--- src/rtl/serializador_entrada_pkg.sv ---
// -----------------------------------------------------------------------------
// serializador_pkg
//
// Shared definitions for the serializador_entrada slice:
//   - estado_t          : FSM state encoding (OCIOSO, DESLOCA, PARIDADE)
//   - largura_contador  : width of the bit-index counter for a given word width
//
// PARIDADE is only ever entered when SERIALIZADOR_PARIDADE_EN is defined.
// The encoding is kept identical in both builds so that checkers bound to
// the debug state output do not depend on the build option.
// -----------------------------------------------------------------------------
package serializador_pkg;

  typedef enum logic [1:0] {
    OCIOSO   = 2'd0,  // idle, line held at zero
    DESLOCA  = 2'd1,  // shifting data bits
    PARIDADE = 2'd2   // appended even-parity bit
  } estado_t;

  // The counter must also be able to hold LARGURA, which is the index
  // of the parity bit, hence LARGURA+1 distinct values.
  function automatic int largura_contador(input int largura);
    return $clog2(largura + 1);
  endfunction

endpackage : serializador_pkg

--- src/rtl/serializador_entrada_registrador_deslocamento.sv ---
// -----------------------------------------------------------------------------
// registrador_deslocamento
//
// Loadable shift register used by serializador_entrada to emit a parallel
// word one bit per clock.
//
// Parameters:
//   LARGURA   : word width (>= 2)
//   ORDEM_MSB : 1 = bit LARGURA-1 is presented first and the register
//               shifts towards the MSB; 0 = bit 0 first, shifts towards LSB
//
// Ports:
//   clk          in   clock, rising edge
//   rst          in   asynchronous, active-low reset (clears the register)
//   carrega      in   load dado into the register at the next edge
//   desloca      in   shift by one position at the next edge
//   dado         in   parallel word to load
//   saida_serial out  bit currently at the output end of the register
//
// Load has priority over shift: when a new word is accepted during the
// final bit of the previous word, the register must pick up the new word
// rather than shift out a stale zero.
// -----------------------------------------------------------------------------
module registrador_deslocamento #(
  parameter int LARGURA   = 8,
  parameter bit ORDEM_MSB = 1'b1
) (
  input  logic               clk,
  input  logic               rst,
  input  logic               carrega,
  input  logic               desloca,
  input  logic [LARGURA-1:0] dado,
  output logic               saida_serial
);

  logic [LARGURA-1:0] reg_q;

  always_ff @(posedge clk or negedge rst) begin
    if (!rst) begin
      reg_q <= '0;
    end else if (carrega) begin
      reg_q <= dado;
    end else if (desloca) begin
      if (ORDEM_MSB) begin
        reg_q <= {reg_q[LARGURA-2:0], 1'b0};
      end else begin
        reg_q <= {1'b0, reg_q[LARGURA-1:1]};
      end
    end
  end

  assign saida_serial = ORDEM_MSB ? reg_q[LARGURA-1] : reg_q[0];

endmodule : registrador_deslocamento

--- src/rtl/serializador_entrada.sv ---
// -----------------------------------------------------------------------------
// serializador_entrada
//
// Parallel-to-serial stage feeding the 1-bit 'entrada' input of the
// downstream sequence machine (maquuina_estados). A LARGURA-bit word is
// accepted through a valid/ready handshake and shifted out one bit per
// clock. Idle cycles drive a steady zero on the serial line.
//
// Build option:
//   SERIALIZADOR_PARIDADE_EN  when defined, an even-parity bit is appended
//                             after the data bits of every word (LARGURA+1
//                             bits per word, ultimo_bit on the parity bit).
//
// Parameters:
//   LARGURA   : data word width (>= 2)
//   ORDEM_MSB : 1 = MSB first, 0 = LSB first
//
// Ports:
//   clk            in   system clock, rising edge
//   rst            in   asynchronous, active-low reset
//   dado           in   parallel word, sampled only at handshake
//   dado_valido    in   word offered on dado
//   pronto         out  block can accept a word this cycle
//   entrada_serial out  serial bit to downstream 'entrada'
//   bit_valido     out  entrada_serial carries a word/parity bit
//   ultimo_bit     out  current bit is the final bit of the word
//   contador_bits  out  index of the bit on the line; 0 when idle
//   rst_jusante    out  active-high reset for the downstream machine (~rst)
//   estado_dbg     out  current FSM state, for observation only
//
// Handshake (valid/ready):
//   A word transfers at a rising edge where dado_valido && pronto. dado is
//   copied into the shift register at that edge, and the first bit appears
//   on entrada_serial in the following cycle. dado_valido while pronto is
//   low is ignored, and dado is don't-care outside the transfer edge.
//   pronto is combinational from state: high when idle and during the last
//   bit of a word (which allows zero-gap back-to-back words), and forced low
//   while rst is asserted.
//
// entrada_serial, bit_valido, ultimo_bit and contador_bits are decoded
// purely from registers, so they have no combinational path from inputs.
// -----------------------------------------------------------------------------
module serializador_entrada
  import serializador_pkg::*;
#(
  parameter int LARGURA   = 8,
  parameter bit ORDEM_MSB = 1'b1
) (
  input  logic                           clk,
  input  logic                           rst,
  input  logic [LARGURA-1:0]             dado,
  input  logic                           dado_valido,
  output logic                           pronto,
  output logic                           entrada_serial,
  output logic                           bit_valido,
  output logic                           ultimo_bit,
  output logic [$clog2(LARGURA+1)-1:0]   contador_bits,
  output logic                           rst_jusante,
  output estado_t                        estado_dbg
);

  localparam int            CW         = largura_contador(LARGURA);
  localparam logic [CW-1:0] CNT_ULTIMO = CW'(LARGURA - 1);

  estado_t       estado_q;
  estado_t       estado_d;
  logic [CW-1:0] cnt_q;
  logic [CW-1:0] cnt_d;

  logic          aceita;      // handshake completes at the next edge
  logic          fim_dados;   // last data bit is on the line
  logic          ultimo;      // last bit of the word (data or parity)
  logic          sr_saida;    // serial output of the shift register
  logic          par_bit;     // parity bit of the word in flight

  // ---------------------------------------------------------------------------
  // Datapath: shift register
  // ---------------------------------------------------------------------------
  registrador_deslocamento #(
    .LARGURA   (LARGURA),
    .ORDEM_MSB (ORDEM_MSB)
  ) u_registrador (
    .clk          (clk),
    .rst          (rst),
    .carrega      (aceita),
    .desloca      (estado_q == DESLOCA),
    .dado         (dado),
    .saida_serial (sr_saida)
  );

`ifdef SERIALIZADOR_PARIDADE_EN
  // Parity is captured from the word at the handshake so that later
  // changes on dado cannot affect the emitted parity bit.
  logic par_q;

  always_ff @(posedge clk or negedge rst) begin
    if (!rst) begin
      par_q <= 1'b0;
    end else if (aceita) begin
      par_q <= ^dado;
    end
  end

  assign par_bit = par_q;
`else
  assign par_bit = 1'b0;
`endif

  // ---------------------------------------------------------------------------
  // Handshake and end-of-word decode
  // ---------------------------------------------------------------------------
  assign fim_dados = (estado_q == DESLOCA) && (cnt_q == CNT_ULTIMO);

`ifdef SERIALIZADOR_PARIDADE_EN
  assign ultimo = (estado_q == PARIDADE);
`else
  assign ultimo = fim_dados;
`endif

  // rst gates pronto directly so it drops during reset without a clock.
  assign pronto = rst && ((estado_q == OCIOSO) || ultimo);
  assign aceita = dado_valido && pronto;

  // ---------------------------------------------------------------------------
  // FSM: state register
  // ---------------------------------------------------------------------------
  always_ff @(posedge clk or negedge rst) begin
    if (!rst) begin
      estado_q <= OCIOSO;
      cnt_q    <= '0;
    end else begin
      estado_q <= estado_d;
      cnt_q    <= cnt_d;
    end
  end

  // ---------------------------------------------------------------------------
  // FSM: next-state and counter logic
  // ---------------------------------------------------------------------------
  always_comb begin
    estado_d = estado_q;
    cnt_d    = cnt_q;

    case (estado_q)
      OCIOSO: begin
        if (aceita) begin
          estado_d = DESLOCA;
          cnt_d    = '0;
        end
      end

      DESLOCA: begin
        if (fim_dados) begin
`ifdef SERIALIZADOR_PARIDADE_EN
          estado_d = PARIDADE;
          cnt_d    = CW'(LARGURA);
`else
          // A word accepted on the last bit starts shifting with no gap.
          if (aceita) begin
            estado_d = DESLOCA;
            cnt_d    = '0;
          end else begin
            estado_d = OCIOSO;
            cnt_d    = '0;
          end
`endif
        end else begin
          cnt_d = cnt_q + 1'b1;
        end
      end

      PARIDADE: begin
        // Exit identical to the last data bit of a build without parity.
        if (aceita) begin
          estado_d = DESLOCA;
          cnt_d    = '0;
        end else begin
          estado_d = OCIOSO;
          cnt_d    = '0;
        end
      end

      default: begin
        estado_d = OCIOSO;
        cnt_d    = '0;
      end
    endcase
  end

  // ---------------------------------------------------------------------------
  // FSM: outputs (decoded from registered state only)
  // ---------------------------------------------------------------------------
  always_comb begin
    entrada_serial = 1'b0;
    bit_valido     = 1'b0;
    case (estado_q)
      DESLOCA: begin
        entrada_serial = sr_saida;
        bit_valido     = 1'b1;
      end
      PARIDADE: begin
        entrada_serial = par_bit;
        bit_valido     = 1'b1;
      end
      default: begin
        entrada_serial = 1'b0;
        bit_valido     = 1'b0;
      end
    endcase
  end

  assign ultimo_bit    = ultimo;
  assign contador_bits = cnt_q;
  assign rst_jusante   = ~rst;
  assign estado_dbg    = estado_q;

endmodule : serializador_entrada
--- config.mk ---
export PLATFORM = sky130hd
export DESIGN_NAME = serializador_entrada
export DESIGN_NICKNAME = d
export VERILOG_FILES = /design/src/rtl/serializador_entrada_pkg.sv /design/src/rtl/serializador_entrada_registrador_deslocamento.sv /design/src/rtl/serializador_entrada.sv
export SDC_FILE = /design/constraint.sdc
export NUM_CORES = 1
export LEC_CHECK = 0
export CELL_PAD_IN_SITES_DETAIL_PLACEMENT = 0
export CELL_PAD_IN_SITES_GLOBAL_PLACEMENT = 1
export CORE_MARGIN = 3
export CORE_UTILIZATION = 31
export CTS_BUF_LIST = sky130_fd_sc_hd__clkbuf_8
export DETAILED_ROUTE_END_ITERATION = 7
export GPL_ROUTABILITY_DRIVEN = 1
export GPL_TIMING_DRIVEN = 0
export PLACE_DENSITY = 0.76
export REMOVE_ABC_BUFFERS = 1
export SETUP_SLACK_MARGIN = 0.2
export SYNTH_ARGS = -nofsm -noshare
export SYNTH_HDL_FRONTEND = slang
export SYNTH_HIERARCHICAL = 1
export SYNTH_SLANG_ARGS = --single-unit
--- constraint.sdc ---
create_clock -name clk -period 1.41 [get_ports clk]
set_clock_uncertainty 0.1 [all_clocks]
set_input_delay 0.282 -clock clk [delete_from_list [all_inputs] [get_ports clk]]
set_output_delay 0.282 -clock clk [all_outputs]
set_load 0.005 [all_outputs]
==> flow_summary_export.csv <==
group,metric,value,unit
pwr,p_sw,0.000821,W
clocking,cts_made_buffers,3,
placed_design,dp_hpwl,924,um
finish,antenna_cells,0,
sta,clock.fmax,0.631,GHz
pwr,ir_drop,0.933,mV
synthesis,yosys.cell_types.count,21,
clocking,cts_root_buf,"clkbuf_8",
drt,wl_per_cell,13.1,um
finish,mostFrequentLayoutCells,"nand2_1, buf_6, buf_4",
die,rows,16,
flow_run,maxCapViolations,0,
finish,fillers,177,
pwr,power.internal,0.00164,W
finish,instances_no_fill,138,
pwr,switching_share,33.4,%
drt,ant_nets,0,
synthesis,netlist_instances,67,
clocking,cts_buffer_depth,2,
status,failed_checks,"negative setup slack",
drt,vias_per_cell,4.72,
die,die-area,0.00275,sq mm
clocking,cts_tree,"done",
drt,dr.pass1.iters,4,
grt,grt_pass1_wl,2740,um
die,die_h,52.5,um
sta,maxSlewHeadroom,59.0,%
finish,drive_above_1_share,47.7,%
sta,fin_crit,1580,ps
sta,post-route-period-util,112,%
synthesis,synth_warnings,6,
drt,drt_iter0_drc,10,
pwr,seqPwrFrac,26.6,%
pwr,combinationalPowerShare,60.5,%
critical_path,path_max_fanout,2,
drt,drc_errors,0,
pwr,p_leak,0.603,nW
synthesis,ys_seq_area_share,48.6,%
clocking,clock_sinks,13,
pwr,p_total,0.00246,W
grt,use_met2,26.4,%
sta,worstMarginPinSlew,615,ps
grt,grt_max_degree,16,
sta,grt_setup_unrepaired,"true",
drt,finalWirelength,1800,um
critical_path,cp.arrival,1200,ps
critical_path,worstSetupEndpointType,"output port",
finish,fin_nets,124,
placed_design,portBuffers,20,
synthesis,synth_area,669,sq um
grt,overflow,0,
die,ios,22,
synthesis,synth.avg_cell_area,9.99,sq um
grt,antenna_found_initial,0,
grt,use_met1,14.4,%
drt,vias,651,
grt,grt_pass1_vias,646,
pwr,powerDensity,2040,mW/mm^2
synthesis,synth-seq-cells,13,
clocking,worst_skew_pair.late_latency,240,ps
sta,layout_setup_ws,-174,ps
sta,finalSetupViolations,15,
worst_hold_path,hold_class,"input pin to async pin",
placed_design,gp_congestion,0.681,
critical_path,criticalPathCategory,"register to output port",
status,status,"complete, but fails checks",
grt,grt_busiest_layer,"met2",
sta,finalHoldViolations,0,
die,die_width,52.5,um
pwr,pwr-share-clk,12.9,%
finish,synthToLayoutAreaGrowth,80.2,%
clocking,h-tree-depth,1,
die,core_area,0.00200,sq mm
grt,met3_usage,3.42,%
critical_path,cp.required,1030,ps
critical_path,cp-start-kind,"register",
placed_design,place_inst,109,
die,initial_utilization,33.4,%
sta,finalMaxSlewViolations,0,
grt,grt.total_usage,13.9,%
clocking,path_clk_slew,50,ps
[layer usage]
| metal | vias to the layer above | share of wire [%] |
|---|---|---|
| li1 | 314 | - |
| met1 | 313 | 38 |
| met2 | 24 | 56 |
| met3 | 0 | 6.6 |
| met4 | 0 | 0 |
| met5 | - | 0 |
[final timing paths]
kind	startpoint	end	slack, ps	cells past startpoint
worst max-delay path	contador_bits[0]	pronto	-170	5
worst min-delay path	rst	u_registrador/reg_q[0]	150	2
worst max register to register	contador_bits[0]	u_registrador/reg_q[2]	-70	8
worst min register to register	u_registrador/reg_q[1]	u_registrador/reg_q[1]	450	2
max in group asynchronous	rst	estado_dbg[0]	610	2
min in group clk	rst	contador_bits[0]	280	4
[synth_stat cells, drive strengths merged]
library cell	n	share of area, %
nand2b	1	0.94
nand2	14	8.2
a22oi	1	1.1
and4b	1	1.7
o31ai	1	1.1
inv	2	1.1
buf	5	7.3
conb	1	0.56
nand3b	1	1.7
a21oi	6	5.0
and2	2	2.1
nand3	1	0.75
o21ai	10	7.5
mux2i	7	10
dfrtp	13	49
ha	1	1.9
[cell type report]
class | instances | area, sq um | share of cell area, %
Timing Repair Buffer | 45 | 433 | 35.9
Multi-Input combinational cell | 47 | 357 | 29.6
Sequential cell | 13 | 330 | 27.4
Clock buffer | 3 | 41.3 | 3.42
Tap cell | 27 | 33.8 | 2.80
Inverter | 2 | 7.51 | 0.622
Clock inverter | 1 | 3.75 | 0.311
[worst max-delay path, cell delays in order (launching register included)]
cell,delay (ps)
dfrtp_1,400
ha_4,150
buf_6,100
nand3b_4,80
a21oi_2,120
buf_2,120
[metrics by stage]
stage          TNS, ps  cell area [sq um]  worst slack, ps  hold WS, ps  util (%)
6_report         -1050               1210             -174          145      60.3
2_1_floorplan    -2760                621             -434         -114         -
4_1_cts          -1060               1150             -178          225      57.3
5_1_grt          -1760               1210             -218          193      60.3
3_3_place_gp    -16130                855            -1370          427      42.7
3_5_place_dp    -17060                855            -1480          439      42.7
[sequential cells by signal (all words and copies together) (netlist names)]
register and flops:
u_registrador/reg_q 8, contador_bits 4, estado_dbg 1
[what timing repair did]
item,CTS,global route
endpoints found under the setup margin,23,33
setup buffers,22,2
pin swaps,5,1
hold buffers,1,0
hold endpoints to repair,13,0
gates resized for setup,63,16
[cells by family after synthesis]
kind of cell,after synthesis,share of synthesized area [%]
AOI/OAI and AO/OA,18,14.8
adders and majority gates,1,1.87
buffers and inverters,7,8.41
DFF,13,48.6
muxes,7,10.5
other,1,0.560
and+or+nand+nor,20,15.3
[power by group through the flow]
stage          sequential [W]  combinational (W)  clock, W
2_1_floorplan        0.000696           0.000358         0
3_3_place_gp         0.000722           0.000654         0
6_report             0.000653            0.00149  0.000317
3_5_place_dp         0.000729           0.000672         0
4_1_cts              0.000649            0.00128  0.000330
5_1_grt              0.000666            0.00162  0.000347
Note: power is estimated with default switching activity, not from simulation.
